`src/rtl/mmio_pkg.sv`:
```
// Shared MMIO constants for the store/load routing paths: region nibbles,
// IO register addresses, store funct3 encodings and the lane-mask helper.
package mmio_pkg;

  localparam int unsigned XLEN = 32;

  // Region decode on addr[31:28]: DMEM is 4'b00x1, IMEM is 4'b001x, IO is 4'b1000
  localparam logic [1:0] REGION_DMEM_HI = 2'b00;
  localparam logic       REGION_DMEM_LO = 1'b1;
  localparam logic [2:0] REGION_IMEM_HI = 3'b001;
  localparam logic [3:0] REGION_IO      = 4'b1000;

  localparam logic [XLEN-1:0] UART_TX_ADDR = 32'h8000_0008;
  localparam logic [XLEN-1:0] CNT_RST_ADDR = 32'h8000_0018;

  localparam logic [2:0] F3_SB = 3'b000;
  localparam logic [2:0] F3_SH = 3'b001;
  localparam logic [2:0] F3_SW = 3'b010;

  // Byte-enable mask for a store of the given width at byte offset off
  function automatic logic [3:0] lane_mask(input logic [2:0] f3, input logic [1:0] off);
    logic [3:0] m;
    m = 4'b0000;
    case (f3)
      F3_SB:   m = 4'b0001 << off;
      F3_SH:   m = 4'b0011 << {off[1], 1'b0};
      F3_SW:   m = 4'b1111;
      default: m = 4'b0000;
    endcase
    return m;
  endfunction

endpackage

```
`src/rtl/tx_fifo.sv`:
```
// Synchronous FIFO buffering UART transmit bytes; registered output, no write-through.
module tx_fifo #(
  parameter int unsigned DEPTH = 4,
  parameter int unsigned WIDTH = 8
) (
  input  logic             clk,
  input  logic             rst_n,
  input  logic             push,
  input  logic [WIDTH-1:0] din,
  output logic             full,
  input  logic             pop,
  output logic [WIDTH-1:0] dout,
  output logic             empty
);

  localparam int unsigned AW = $clog2(DEPTH);
  localparam int unsigned CW = AW + 1;

  logic [WIDTH-1:0] mem_q [DEPTH];
  logic [AW-1:0]    wr_q, rd_q;
  logic [CW-1:0]    cnt_q;
  logic             do_push, do_pop;

  // Qualify requests against the registered occupancy
  always_comb begin
    full    = (cnt_q == CW'(DEPTH));
    empty   = (cnt_q == '0);
    do_push = push && !full;
    do_pop  = pop && !empty;
    dout    = mem_q[rd_q];
  end

  // Storage, pointers and count; reset clears contents so the head reads zero
  always_ff @(posedge clk) begin
    if (!rst_n) begin
      for (int unsigned i = 0; i < DEPTH; i++) mem_q[i] <= '0;
      wr_q  <= '0;
      rd_q  <= '0;
      cnt_q <= '0;
    end else begin
      if (do_push) begin
        mem_q[wr_q] <= din;
        wr_q        <= wr_q + AW'(1);
      end
      if (do_pop) rd_q <= rd_q + AW'(1);
      cnt_q <= cnt_q + CW'(do_push) - CW'(do_pop);
    end
  end

endmodule

```
`src/rtl/store_router.sv`:
```
// Store-side MMIO router: byte-lane enables/data for DMEM and IMEM, UART TX
// FIFO push with back-pressure stall, and a registered cycle-counter reset pulse.
// Optional STORE_ROUTER_MISALIGN_EN: misaligned SH/SW stores are suppressed and
// reported through sticky misalign / misalign_addr outputs.
module store_router
  import mmio_pkg::*;
#(
  parameter int unsigned TX_DEPTH = 4
) (
  input  logic        clk,
  input  logic        rst_n,
  input  logic        st_valid,
  input  logic [31:0] st_addr,
  input  logic [31:0] st_data,
  input  logic [2:0]  st_funct3,
  input  logic [31:0] pc,
  output logic [3:0]  dmem_we,
  output logic [3:0]  imem_we,
  output logic [13:0] mem_addr,
  output logic [31:0] mem_din,
  output logic [7:0]  uart_tx_data,
  output logic        uart_tx_valid,
  input  logic        uart_tx_ready,
  output logic        cnt_rst,
  output logic        stall
`ifdef STORE_ROUTER_MISALIGN_EN
  ,
  output logic        misalign,
  output logic [31:0] misalign_addr
`endif
);

  logic [3:0] nib;
  logic [1:0] off;
  logic [3:0] mask;
  logic       is_dmem, is_imem, is_io;
  logic       bad_align, uart_hit, cnt_hit;
  logic       fifo_full, fifo_empty, fifo_push, fifo_pop;
  logic       cnt_rst_q, cnt_rst_d;
  logic       unused_pc;

  assign unused_pc = ^{pc[31], pc[29:0]};

  // Region decode, lane alignment and IO register hits
  always_comb begin
    nib       = st_addr[31:28];
    off       = st_addr[1:0];
    mask      = lane_mask(st_funct3, off);
    bad_align = 1'b0;
`ifdef STORE_ROUTER_MISALIGN_EN
    bad_align = st_valid && (((st_funct3 == F3_SH) && off[0]) ||
                             ((st_funct3 == F3_SW) && (off != 2'b00)));
`endif
    is_dmem   = (nib[3:2] == REGION_DMEM_HI) && (nib[0] == REGION_DMEM_LO);
    is_imem   = (nib[3:1] == REGION_IMEM_HI) && pc[30];
    is_io     = (nib == REGION_IO);
    uart_hit  = st_valid && !bad_align && is_io && (st_addr == UART_TX_ADDR);
    cnt_hit   = st_valid && !bad_align && is_io && (st_addr == CNT_RST_ADDR);
    stall     = uart_hit && fifo_full;
    fifo_push = uart_hit && !fifo_full;
    fifo_pop  = uart_tx_valid && uart_tx_ready;
    cnt_rst_d = cnt_hit;
  end

  // Memory write port: enables gated by valid, region, alignment and stall
  always_comb begin
    dmem_we  = 4'b0000;
    imem_we  = 4'b0000;
    mem_addr = st_addr[15:2];
    case (st_funct3)
      F3_SB:   mem_din = {4{st_data[7:0]}};
      F3_SH:   mem_din = {2{st_data[15:0]}};
      default: mem_din = st_data;
    endcase
    if (st_valid && !bad_align && !stall) begin
      if (is_dmem) dmem_we = mask;
      if (is_imem) imem_we = mask;
    end
  end

  tx_fifo #(
    .DEPTH (TX_DEPTH),
    .WIDTH (8)
  ) u_tx_fifo (
    .clk   (clk),
    .rst_n (rst_n),
    .push  (fifo_push),
    .din   (st_data[7:0]),
    .full  (fifo_full),
    .pop   (fifo_pop),
    .dout  (uart_tx_data),
    .empty (fifo_empty)
  );

  assign uart_tx_valid = !fifo_empty;

  // Counter-reset pulse lands the cycle after the store
  always_ff @(posedge clk) begin
    if (!rst_n) cnt_rst_q <= 1'b0;
    else        cnt_rst_q <= cnt_rst_d;
  end

  assign cnt_rst = cnt_rst_q;

`ifdef STORE_ROUTER_MISALIGN_EN
  logic        misalign_q, misalign_d;
  logic [31:0] misalign_addr_q, misalign_addr_d;

  // Sticky flag with first-offender address capture
  always_comb begin
    misalign_d      = misalign_q;
    misalign_addr_d = misalign_addr_q;
    if (bad_align && !misalign_q) begin
      misalign_d      = 1'b1;
      misalign_addr_d = st_addr;
    end
  end

  // Misalign state register
  always_ff @(posedge clk) begin
    if (!rst_n) begin
      misalign_q      <= 1'b0;
      misalign_addr_q <= '0;
    end else begin
      misalign_q      <= misalign_d;
      misalign_addr_q <= misalign_addr_d;
    end
  end

  assign misalign      = misalign_q;
  assign misalign_addr = misalign_addr_q;
`endif

endmodule

```
`config.mk`:
```
export PLATFORM = sky130hd
export DESIGN_NAME = store_router
export DESIGN_NICKNAME = d
export VERILOG_FILES = /design/src/rtl/mmio_pkg.sv /design/src/rtl/tx_fifo.sv /design/src/rtl/store_router.sv
export SDC_FILE = /design/constraint.sdc
export NUM_CORES = 1
export LEC_CHECK = 0
export CAP_MARGIN = 20
export CORE_MARGIN = 3
export CORE_UTILIZATION = 40
export DETAILED_ROUTE_END_ITERATION = 8
export PLACE_DENSITY_LB_ADDON = 0.15
export SLEW_MARGIN = 10
export SYNTH_ARGS = -nofsm -noshare
export SYNTH_HDL_FRONTEND = slang
export SYNTH_HIERARCHICAL = 1
export SYNTH_SLANG_ARGS = --single-unit
```
`constraint.sdc`:
```
create_clock -name clk -period 6.38 [get_ports clk]
set_clock_uncertainty 0.2 [all_clocks]
set_input_delay 1.276 -clock clk [delete_from_list [all_inputs] [get_ports clk]]
set_output_delay 1.276 -clock clk [all_outputs]
set_load 0.005 [all_outputs]
```
Word-level counts from Yosys, hierarchy flattened
Memories as Yosys holds them, arrays and structs flattened. A register that Yosys moved wholly into a read port is not among the register bits. Index checks and enable logic that the tools add are counted.

Word-level logic and storage cells: 51. Output and inout port bits: 65. RAM bits: 32. Flip-flop bits (word level): 8. Memories: 1. Input bits: 103.

Eq/ne operators: 7. Add/sub/neg operators: 4. Reductions and logical operators: 18. Mux-type cells: 15. Shift operators: 2.

Memory list: u_tx_fifo.mem_q (depth 4, width 8, rd ports 1, clocked after memory_dff 1, write ports 4, line tx_fifo.sv:19) `logic [WIDTH-1:0] mem_q [DEPTH];`.

Operator list (number): 32-bit == test (second input constant) (2); 32-bit case mux with 2 select lines (1); 4-bit two-way mux (4); 4-bit case mux with 3 select lines (1); 1-bit logical AND (11); 8-bit two-way mux (1); 8-bit OR reduction (1); 3-bit by 1-bit == test with 1-bit output (second input constant) (2); 3-bit logical NOT (2); 2-bit two-way mux (3); 1-bit two-way mux (5); 2-bit by 1-bit adder with 2-bit output (second input constant) (2); 4-bit == test (second input constant) (1); 1-bit by 2-bit left shift with 4-bit output (first input constant) (1); 2-bit by 2-bit left shift with 4-bit output (first input constant) (1); 3-bit by 1-bit adder with 3-bit output (1); 3-bit by 2-bit == test with 1-bit output (second input constant) (1); 3-bit == test (second input constant) (1); 1-bit logical NOT (3); 3-bit by 1-bit subtractor with 3-bit output (1); 2-bit logical NOT (1).

Longest topological paths before layout
Word-level depth: 10. Mapped depth: 15. Depth with buffers taken out: 14.

Modules after synthesis
Netlist, hierarchy kept.

By module, submodules not included: tx_fifo (cells an instance 126, area an instance 1856.8 µm², instances 1, sequential area each 1141.1 µm²); store_router (cells an instance 111, area an instance 824.5 µm², instances 1, sequential area each 20.0 µm²).

Worst setup path before layout
Ideal clock, no wire load.

Path type: input to register. From: input port st_addr[30]. To: register u_tx_fifo.cnt_q[2]. Data arrival time: 3.768 ns. Required time: 6.065 ns. Buffers on the path: 1. Stages on the path: 14. Library setup time: 0.115 ns. Setup slack: 2.297 ns. Cells stage by stage: nor4b_2 -> nand4_1 -> nor4b_2 -> and2_4 -> buf_6 -> inv_1 -> ha_1 -> inv_1 -> ha_1 -> inv_1 -> fa_1 -> xnor2_1 -> xnor2_1 -> and2_1.

Cells in the longest elaborated chain, start to end: 7. Elaborated cells between the ends (all ways): 8. Classes of those cells: 2 x add/sub; 2 x eq/ne; 4 x reduce/logical.

RTL lines: from (decl) (line store_router.sv:13) `input logic [31:0] st_addr,`; branches (longest 2 deep; another with 32-bit == test); 1-bit logical AND * (line store_router.sv:57) `uart_hit = st_valid && !bad_align && is_io && (st_addr == UART_TX_ADDR);`; 1-bit logical AND * (line store_router.sv:60) `fifo_push = uart_hit && !fifo_full;`; via fifo_push (line store_router.sv:38) `logic fifo_full, fifo_empty, fifo_push, fifo_pop;`; 1-bit logical AND * (line tx_fifo.sv:28) `do_push = push && !full;`; 3-bit by 1-bit adder with 3-bit output * (line tx_fifo.sv:46) `cnt_q <= cnt_q + CW'(do_push) - CW'(do_pop);`; 3-bit by 1-bit subtractor with 3-bit output * (line tx_fifo.sv:46); to (signal assigned) (line tx_fifo.sv:46); to (decl) (line tx_fifo.sv:21) `logic [CW-1:0] cnt_q;`.

Mark *: on every way through the listed nets, which the timed path passes. A chain may end at the register's enable or synchronous reset.

Worst setup path in the final report
From: input port st_funct3[0]. To: output port mem_din[13].

Cells in the longest elaborated chain, start to end: 2. Elaborated cells between the ends (all ways): 3. Classes of those cells: 1 x eq/ne; 1 x mux; 1 x reduce/logical.

RTL lines: from (decl) (line store_router.sv:15) `input logic [2:0] st_funct3,`; 3-bit by 1-bit == test with 1-bit output / 3-bit logical NOT (equally long branches) (line store_router.sv:70) `case (st_funct3)`; 32-bit case mux with 2 select lines * (line store_router.sv:70); to (decl) (line store_router.sv:20) `output logic [31:0] mem_din,`.

Mark *: on every way between the ends. The rest lies on a longest branch, timed or not.

==> metrics.txt <==
run status completed; nets 456; Worst slew margin 0.477; vias in the first global route 2,251; vias 2,204; hold_buf cts 0; PD cells 150 nW/µm²; drt wl/cell 17.1 µm; clock latency on the worst-skew pair 0.29 ns; remaining antenna violation count after routing 0; cell family with most CP delay buffers and inverters; Yosys cell types 46; first-pass GRT wire length 11,300 µm; DIE AREA 7720 µm²; Synth Cell Area 2680 µm²; Clock Path Buffers 2; area leader, netlist edfxtp_1; Max Slew Vio Count 0; CTS resizes 0; Root Driver clkbuf_8; WP data required 4.90 ns; Area after DPL 3930 µm²; gpl congestion 0.785; Post-Synth Simple-Gate Area 0.239; H-Tree Depth 2; worst-path cell chain clkdlybuf4s50_1 > nor3_4 > mux2_2 > clkdlybuf4s50_1; fin crit period 4.99 ns; most frequent CP cell clkdlybuf4s50_1; Die Wd 87.9 µm; Post-Synth XOR/XNOR Area 0.00653; total CTS buffers 5; CTS tree done; Seq pwr share 0.499; commonest non-fill, non-tap cells in the layout clkdlybuf4s50_1 (136), edfxtp_1 (32), and2_1 (27), mux2_2 (16), nor2_1 (15); layout cells sized above 1 0.128; initial antenna violation count 0; endpoints failing setup 0; Worst VDD drop 0.0761 mV; Synth warnings 6; Setup TNS 0 ns; Die H 87.9 µm; Overall Power 0.604 mW; Hold Crit Class flip-flop to flip-flop; #FFs+latches synth 42; commonest non-fill, non-tap cell in the layout clkdlybuf4s50_1; P_leak 1.46 nW; DR pass1 iterations 4; CP max stage cell clkdlybuf4s50_1; Max-Cap Viols 0; Seq/Total Area, Yosys 0.433; Switch Pwr 0.138 mW; Crit path largest cell delay 0.80 ns; GRT Total Usage 0.193; antenna cell count 0; combinational family with the most area after synthesis simple AND/OR/NAND/NOR gates; worst path arrival time 3.51 ns; Post-Route WL 7340 µm; DR iter-0 viols 101; final count of hold timing violations 0; combinational cell fraction of total power 0.232; crit path max fanout 14; Finished Cell Area 4020 µm²; Internal 0.466 mW; Core Box Area 6420 µm²; mux contribution to synthesized area 0.164; Synth area leaders edfxtp_1 (36%), dfxtp_1 (7.5%), mux2_2 (6.7%); syn nets 343; Synth Area in Compound Gates 0.0495; crit path kind primary input to primary output; Net Sw Frac 0.228; largest net degree at the start of global routing 26; gr ovfl total 0; post-CTS setup buffer count 0; IO buf count 136; Adder-Cell Fraction of Synth Area 0.0168; period utilization 0.782; HPWL after DPL 5770 µm; Clock power frac 0.269; crit end category primary output; fmax 200 MHz; RSZ-0062 raised after global routing false; IO Pins 168; Avg Cell Area, Syn 11.3 µm²; Clock Pin Slew Worst Setup and Hold Paths 0.07 ns; FILL cells 529; worst path bufs/invs 2; CP Launch Type primary input; Final Util 0.626; Mapped Cells 237; Synth top area share 0.358; clk sink count 42; Worst Tran Pin Value 0.779 ns; synth-to-layout area growth 49.9%; vias per cell 5.15; drt drc 0; initial core utilization 0.417; # rows 29
[tightest hold or removal path: stages, from the launching register on]
cell and delay (ns):
dfxtp_1 0.31, o21ai_0 0.06, a21boi_0 0.09
[metrics by stage]
stage / std cells / hold WS [ns] / worst slack [ns]
4_1_cts: 428 / 0.312 / 1.35
3_3_place_gp: 420 / 0.271 / 1.35
3_5_place_dp: 420 / 0.301 / 1.37
6_report: 428 / 0.308 / 1.39
2_1_floorplan: 237 / 0.261 / 2.30
5_1_grt: 428 / 0.341 / 1.29
[metal layers]
layer  wire length [µm]  global-route usage
met2               3710               0.327
met1               2940               0.234
met5                  0                   0
met4                120              0.0516
met3                567              0.0649
[kinds of logic after synthesis]
logic type               count (synthesis)
buffers and inverters                   38
adder cells (fa/ha/maj)                  3
multiplexers                            32
AND/OR/NAND/NOR                         97
AO/OA/AOI/OAI                           23
flip-flops                              42
XOR/XNOR                                 2
[final cells by class]
class	count	area [µm²]	area share
clock buffer	5	68.8	0.0171
clock inverter	3	16.3	0.00405
inverter	6	22.5	0.00560
multi-input combinational	157	1280	0.318
sequential	42	1160	0.289
tap	77	96.3	0.0240
timing repair buffer	138	1380	0.342
[path summary, 6_finish.rpt]
path / start / to / slack (ns) / cells after the start
max: st_funct3[0] / mem_din[13] / 1.39 / 4
max reg2reg: u_tx_fifo/cnt_q[1] / u_tx_fifo/cnt_q[2] / 3.15 / 14
min: u_tx_fifo/rd_q[1] / u_tx_fifo/rd_q[1] / 0.31 / 2
min reg2reg: u_tx_fifo/rd_q[1] / u_tx_fifo/rd_q[1] / 0.31 / 2
[synthesized netlist by cell type, drive strengths merged]
library cell / count
edfxtp: 32
buf: 29
and2: 28
mux2: 16
nor2: 16
a21oi: 10
dfxtp: 10
nand2: 9
and3: 8
mux2i: 8
mux4: 8
nor3: 8
o21ai: 7
inv: 6
nor4b: 6
nor4: 5
nand2b: 4
clkbuf: 3
nor2b: 3
ha: 2
nand3: 2
nand4: 2
o31ai: 2
xnor2: 2
a21boi: 1
and4: 1
fa: 1
nand4b: 1
nor4bb: 1
o211ai: 1
o21a: 1
o21ba: 1
or3: 1
or3b: 1
or4bb: 1
[flip-flops by register name, indices dropped and copies added, names as in the netlist, named ones only]
register / count
u_tx_fifo/rd_q: 2
u_tx_fifo/mem_q: 32
cnt_rst: 1
u_tx_fifo/cnt_q: 3
u_tx_fifo/wr_q: 2
[power groups by stage]
| stage | Sequential, mW | Clock, mW | Combinational, mW |
|---|---|---|---|
| final | 0.302 | 0.162 | 0.140 |
| after global routing | 0.303 | 0.180 | 0.151 |
| after CTS | 0.302 | 0.168 | 0.142 |
| after detailed placement | 0.308 | 0 | 0.141 |
| after global placement | 0.308 | 0 | 0.140 |
| after floorplan | 0.307 | 0 | 0.0487 |
Power figures use the tool's default switching activity.
